File: src/rtl/register_file_m1.sv
// Architectural register file with per-register pending-write counters for RAW/WAW hazard detection.
// Optional macro REGFILE_WB_BYPASS_EN forwards same-cycle writeback data and readiness to the read ports.
module register_file_m1 #(
    parameter int unsigned DATA_W = 16,
    parameter int unsigned ADDR_W = 4,
    parameter int unsigned PEND_W = 2
) (
    input  logic              clk,
    input  logic              async_rst_n,
    input  logic              clk_en,
    input  logic [DATA_W-1:0] wb_data,
    input  logic [ADDR_W-1:0] wb_dest,
    input  logic              wb_en,
    input  logic              issue_valid,
    input  logic              issue_writes,
    input  logic [ADDR_W-1:0] issue_dest,
    output logic              issue_stall,
    input  logic [ADDR_W-1:0] rs1_addr,
    input  logic [ADDR_W-1:0] rs2_addr,
    output logic [DATA_W-1:0] rs1_data,
    output logic [DATA_W-1:0] rs2_data,
    output logic              rs1_ready,
    output logic              rs2_ready,
    output logic              rd_pending,
    output logic              sb_underflow
);

    localparam int unsigned NREG = 1 << ADDR_W;
    localparam logic [PEND_W-1:0] CNT_MAX = '1;

    logic [DATA_W-1:0] regs_q [NREG];
    logic [DATA_W-1:0] regs_d [NREG];
    logic [PEND_W-1:0] cnt_q  [NREG];
    logic [PEND_W-1:0] cnt_d  [NREG];
    logic              underflow_q, underflow_d;

    logic              wb_hit;
    logic              acc;
    logic              ret;
    logic [PEND_W-1:0] dest_cnt;
    logic [PEND_W-1:0] wb_cnt;

    always_comb begin
        dest_cnt    = cnt_q[issue_dest];
        wb_cnt      = cnt_q[wb_dest];
        wb_hit      = wb_en && (wb_dest != '0);
        // A same-cycle retire to the full register deliberately does not lift the stall.
        issue_stall = issue_valid && issue_writes && (issue_dest != '0) && (dest_cnt == CNT_MAX);
        acc         = issue_valid && issue_writes && (issue_dest != '0) && !issue_stall;
        ret         = wb_hit && (wb_cnt != '0);
        rd_pending  = (issue_dest != '0) && (dest_cnt != '0);
        underflow_d = underflow_q || (wb_hit && (wb_cnt == '0));
    end

    always_comb begin
        for (int unsigned i = 0; i < NREG; i++) begin
            regs_d[i] = regs_q[i];
            cnt_d[i]  = cnt_q[i];
            if (wb_hit && (wb_dest == ADDR_W'(i)) && (i != 0)) begin
                regs_d[i] = wb_data;
            end
            // acc never targets a full counter and ret never a zero one, so no wrap is possible.
            if (acc && (issue_dest == ADDR_W'(i)) && !(ret && (wb_dest == ADDR_W'(i)))) begin
                cnt_d[i] = cnt_q[i] + PEND_W'(1);
            end else if (ret && (wb_dest == ADDR_W'(i)) && !(acc && (issue_dest == ADDR_W'(i)))) begin
                cnt_d[i] = cnt_q[i] - PEND_W'(1);
            end
        end
    end

    always_ff @(posedge clk or negedge async_rst_n) begin
        if (!async_rst_n) begin
            for (int unsigned i = 0; i < NREG; i++) begin
                regs_q[i] <= '0;
                cnt_q[i]  <= '0;
            end
            underflow_q <= 1'b0;
        end else if (clk_en) begin
            for (int unsigned i = 0; i < NREG; i++) begin
                regs_q[i] <= regs_d[i];
                cnt_q[i]  <= cnt_d[i];
            end
            underflow_q <= underflow_d;
        end
    end

    always_comb begin
        sb_underflow = underflow_q;
        rs1_data     = '0;
        rs1_ready    = 1'b1;
        rs2_data     = '0;
        rs2_ready    = 1'b1;
        if (rs1_addr != '0) begin
            rs1_data  = regs_q[rs1_addr];
            rs1_ready = (cnt_q[rs1_addr] == '0);
`ifdef REGFILE_WB_BYPASS_EN
            if (wb_en && (wb_dest == rs1_addr)) begin
                rs1_data  = wb_data;
                rs1_ready = (cnt_q[rs1_addr] <= PEND_W'(1));
            end
`endif
        end
        if (rs2_addr != '0) begin
            rs2_data  = regs_q[rs2_addr];
            rs2_ready = (cnt_q[rs2_addr] == '0);
`ifdef REGFILE_WB_BYPASS_EN
            if (wb_en && (wb_dest == rs2_addr)) begin
                rs2_data  = wb_data;
                rs2_ready = (cnt_q[rs2_addr] <= PEND_W'(1));
            end
`endif
        end
    end

endmodule

File: config.mk
export PLATFORM = sky130hd
export DESIGN_NAME = register_file_m1
export DESIGN_NICKNAME = d
export VERILOG_FILES = /design/src/rtl/register_file_m1.sv
export SDC_FILE = /design/constraint.sdc
export NUM_CORES = 1
export LEC_CHECK = 0
export BUFFER_PORTS_ARGS = -buffer_cell sky130_fd_sc_hd__buf_2
export CAP_MARGIN = 30
export CORE_MARGIN = 3
export CORE_UTILIZATION = 45
export CTS_CLUSTER_SIZE = 24
export DETAILED_ROUTE_END_ITERATION = 16
export GPL_ROUTABILITY_DRIVEN = 0
export PLACE_DENSITY = 0.73
export SYNTH_ARGS = -nofsm -noshare
export SYNTH_HDL_FRONTEND = slang
export SYNTH_SLANG_ARGS = --single-unit
File: constraint.sdc
create_clock -name clk -period 4.5 [get_ports clk]
set_input_delay 0.9 -clock clk [delete_from_list [all_inputs] [get_ports clk]]
set_output_delay 0.9 -clock clk [all_outputs]
set_load 0.01 [all_outputs]
---- Yosys cells after proc, flatten, opt, wreduce, memory -nomap -nowiden ----
Index checks and enable logic that the tools add are counted.
word-level totals
  flip-flop bits (word level) ............. 273
  input port bits ......................... 38
  output and inout port bits .............. 37
  word-level logic and storage cells ...... 336
cells by class
  add/subtract/negate cells ............... 32
  order comparisons ....................... 4
  equal/unequal tests ..................... 31
  multiplexer cells ....................... 54
  bitwise logic cells ..................... 4
  reduce and logical (&&, ||, !) cells .... 179
operators with widths
  kind                                                  number
  binary-select mux 16 bit (select 4 bit)               2
  2-to-1 mux 16 bit                                     6
  logical AND 1 bit                                     87
  2-to-1 mux 2 bit                                      40
  equality test 4 bit (second input constant)           16
  AND reduction 2 bit                                   31
  nonzero test 2 bit                                    18
  zero test 1 bit                                       33
  adder 2 x 1 -> 2 bit (second input constant)          16
  binary-select mux 2 bit (select 4 bit)                4
  equality test 4 x 3 -> 1 bit (second input constant)  8
  subtractor 2 x 1 -> 2 bit (second input constant)     16
  >= comparator 5 bit (second input constant)           4
  inverter 4 -> 5 bit                                   4
  equality test 4 x 2 -> 1 bit (second input constant)  4
  nonzero test 4 bit                                    4
  equality test 4 x 1 -> 1 bit (second input constant)  2
  zero test 4 bit                                       2
  zero test 2 bit                                       3
  equality test 2 bit (second input constant)           1
  2-to-1 mux 1 bit                                      2
  logical OR 1 bit                                      1

---- Longest topological paths before layout ----
  word-level depth ........................ 13
  mapped depth ............................ 13
  depth with buffers taken out ............ 9

---- Worst setup path after synthesis ----
OpenSTA, ideal clock, no wires.
  path type ............................... input port to output port
  start ................................... input port rs2_addr[0]
  end ..................................... output port rs2_data[0]
  data arrival time ....................... 2492 ps
  required time ........................... 3600 ps
  setup slack ............................. 1108 ps
  stages .................................. 4
  path buffers ............................ 2
  path through ............................ buf_2 > buf_2 > mux4_2 > mux4_2
between the ends
  longest elaborated chain between the ends .. 5
  elaborated cells on any way between the ends .. 6
  classes of those cells .................. mux (4); bitwise (1); reduce/logical (1)
ends and longest elaborated chain
  what                                                   line  source
  from (decl)                                            19    input logic [ADDR_W-1:0] rs2_addr,
  inverter 4 -> 5 bit (implied by the code)              104   rs2_data = regs_q[rs2_addr];
  binary-select mux 16 bit (select 4 bit)                104
  2-to-1 mux 16 bit (implied by the code) (2 in series)  104
  2-to-1 mux 16 bit *                                    103   if (rs2_addr != '0) begin
  to (decl)                                              21    output logic [DATA_W-1:0] rs2_data,
Mark *: on every way between the ends. The rest lies on a longest branch, timed or not. The select of a mux whose other input is x is not followed.

---- Worst setup path after layout ----
  start ................................... input port issue_dest[0]
  end ..................................... output port issue_stall
between the ends
  longest elaborated chain between the ends .. 6
  elaborated cells on any way between the ends .. 8
  classes of those cells .................. eq/ne (1); mux (3); bitwise (1); reduce/logical (3)
ends and longest elaborated chain
  what                                                  line  source
  from (decl)                                           16    input logic [ADDR_W-1:0] issue_dest,
  inverter 4 -> 5 bit (implied by the code)             44    dest_cnt = cnt_q[issue_dest];
  binary-select mux 2 bit (select 4 bit)                44
  2-to-1 mux 2 bit (implied by the code) (2 in series)  44
  equality test 2 bit                                   48    issue_stall = issue_valid && issue_writes && (issue_dest != '0) && (dest_cnt == CNT_MAX);
  logical AND 1 bit *                                   48
  to (decl)                                             17    output logic issue_stall,
Marked as above.

==> impl_metrics.yaml <==
placed_design:
  port_buffers: 74
  place_inst: 1520
  hpwl_mm: 25.30
yosys:
  synthesis.area_um2: 15400
  synth_nets: 1104
  yosysSeqAreaShare_pct: 44.35
  yosysWarnings: 0
  synth_edf_count: 0
  ys_types: 42
  synthArstFlopShare_pct: 100.0
  synth_seq_cells: 273
  syn_area_per_cell_um2: 14.67
  synth_flop_cell: "dfrtp_1"
  syn-instance-count: 1050
setup_path:
  critPathArrivalTime_ns: 2.95
  rr_startpoint: "cnt_q[24]$_DFFE_PN0P_"
  r2r_cells: 9
  crit_type: "input port to output port"
  r2r_slack_ns: 1.61
  timing.rr.end: "cnt_q[23]$_DFFE_PN0P_"
  cp-endpoint: "issue_stall"
  worstPathRequired_ns: 3.60
  cp-start-kind: "input port"
  startpoint: "issue_dest[0]"
  critPathMaxFanout: 16
  critPathCaptureType: "output port"
floorplanning:
  die-width_um: 191.0
  die_area_um2: 36480
  core-area_um2: 33620
  die_h_um: 191.0
  pin_count: 75
  start_util_pct: 45.82
  placement_rows: 67
pwr:
  p_total_uw: 8118
  p_leak_uw: 0.007461
  irDropWorstVdd_v: 0.0003110
  powerDensity_nw_per_um2: 467.2
route:
  wirelength_mm: 40.58
  drtAntennaViolNets: 0
  via_per_inst: 6.250
  vias: 9850
  drtIter0Drc: 971
  routedWlPerCell_um: 25.75
  first_pass_iters: 7
  drc: 0
cts:
  cts_tree: "yes"
  insertion_delay_ns: 0.57
  ctsLongestPathBuffers: 3
  cts_sinks: 273
  cts-root-buf: "clkbuf_16"
  cts-resized-gates: 0
  clkTransAtPathRegs_ns: 0.06
  htree_levels: 1
  cts_setup_buffers: 0
  cts_inserted_buffers: 30
  cts_hold_buf: 0
layout:
  num-fill-cells: 2738
  mostFrequentLayoutCells: "273 x dfrtp_1, 272 x mux2_2, 145 x mux4_2"
  layout.nets: 1158
  syn2layout_area_growth_pct: 12.81
  final_common_cell: "dfrtp_1"
  antenna_cells: 0
  drive_gt1_share_pct: 53.28
  fin_cells: 1576
run_status:
  status: "finished clean"
sta:
  hold_violations: 0
  worst_pin_slew_ns: 0.9976
  tns_ns: 0
  timing.final.crit_period_ns: 3.854
  maxSlewViolCount: 0
  relSlewSlack_pct: 33.49
  clock_skew_ns: 0.02445
  clock.fmax_mhz: 259.5
  finalCritPeriodShare_pct: 85.64
  rsz0062_at_grt: "no"
  setup_violations: 0
grt:
  grt_pass1_wl_mm: 62.72
  grtUsageTotal_pct: 22.49
  antenna_found_initial: 3
  grt_pass1_vias: 10265
  grt_max_degree: 127
  grt_overflow: 0
worst_hold_path:
  holdCritPathClass: "input port to asynchronous set/reset pin"
run:
  drv_cap: 0
-- per-stage QoR --
step | util (%) | hold WS, ns | instance area [um^2] | setup WS (ns)
detailed placement | 48.59 | 0.4532 | 16330 | 0.6475
finish | 51.69 | 0.4354 | 17380 | 0.6460
global placement | 48.59 | 0.4491 | 16330 | 0.6804
global route | 51.69 | 0.5003 | 17380 | 0.5769
CTS | 51.69 | 0.4675 | 17380 | 0.6523
floorplan | - | 0.4587 | 15400 | 1.108
-- power breakdown --
group	total, uW	switching, uW	internal [uW]	leakage [uW]
Combinational	2010	809	1200	0.00347
Sequential	3550	530	3020	0.00347
Clock	2560	1020	1540	0.000518
Total	8120	2360	5760	0.00746
-- worst min path at each step --
stage / slack, ns / to / from
after global placement: 0.45 / sb_underflow$_DFFE_PN0P_ / sb_underflow$_DFFE_PN0P_
after floorplan: 0.46 / cnt_q[11]$_DFFE_PN0P_ / cnt_q[11]$_DFFE_PN0P_
after global routing: 0.50 / sb_underflow$_DFFE_PN0P_ / sb_underflow$_DFFE_PN0P_
after detailed placement: 0.45 / sb_underflow$_DFFE_PN0P_ / sb_underflow$_DFFE_PN0P_
after CTS: 0.47 / sb_underflow$_DFFE_PN0P_ / sb_underflow$_DFFE_PN0P_
final: 0.44 / cnt_q[22]$_DFFE_PN0P_ / async_rst_n
-- metal layers --
metal / wire length, um / part of all wire, % / global-route usage, % / vias to the layer above
li1: - / - / - / 4119
met1: 16830 / 41 / 30.68 / 5275
met2: 19900 / 49 / 37.30 / 362
met3: 2629 / 6.5 / 3.943 / 90
met4: 1207 / 3.0 / 6.492 / 4
met5: 21 / 0.052 / 0 / -
-- state kept, by name, indices dropped and copies added, names as in the netlist --
| name | cells |
|---|---|
| cnt_q | 32 |
| regs_q | 240 |
| sb_underflow | 1 |
-- cell usage after synthesis, types with 2 or more instances --
library cell  count  share of area (%)
clkbuf_1         39               0.95
and2_1            3               0.12
buf_6             4               0.29
conb_1            2              0.049
dfrtp_1         273                 44
nor3_1           15               0.49
nand4_1           2              0.081
ha_1             16                1.3
nor2_2            4               0.16
a22o_1           31                1.8
or3b_2            2               0.11
buf_2            30               0.97
nand2_1          12               0.29
o21ai_0           2              0.065
nor3b_1           2              0.097
nor2b_1           7               0.28
mux4_2          145                 21
or2_2             6               0.24
xor2_1           32                1.8
clkbuf_2          3              0.097
nand3_1          19               0.62
nand2b_1         20               0.81
a21oi_1          11               0.36
xnor2_1          16               0.91
nor2_1           47                1.1
nor4_1            5               0.20
mux2_2          272                 20
inv_1             2              0.049
nor4_4            2               0.28
buf_1            12               0.29
or3_1             2              0.081
a22oi_1           2              0.097
-- worst max-delay path, stage by stage --
cell and delay [ns]:
buf_2 0.39, mux4_2 0.56, a22oi_1 0.22, nand3_1 0.11
and2_1 0.36, nor3b_1 0.25, buf_2 0.15
-- cell type report --
type,instances,area (um^2),share of cell area (%)
Timing Repair Buffer,110,748.2,4.306
Inverter,2,7.507,0.04321
Multi-Input combinational cell,687,8187,47.12
Tap cell,448,560.5,3.226
Clock inverter,13,160.2,0.9217
Clock buffer,43,880.8,5.069
Sequential cell,273,6832,39.32
-- logic make-up after synthesis --
logic type	after synthesis	synth area share (%)
adder cells (fa/ha/maj)	16	1.300
buffers and inverters	90	2.656
other	2	0.04876
AO/OA/AOI/OAI	51	2.551
flip-flops	273	44.35
XOR/XNOR	48	2.729
AND/OR/NAND/NOR	153	5.272
multiplexers	417	41.09
Note: power is estimated with default switching activity, not from simulation.
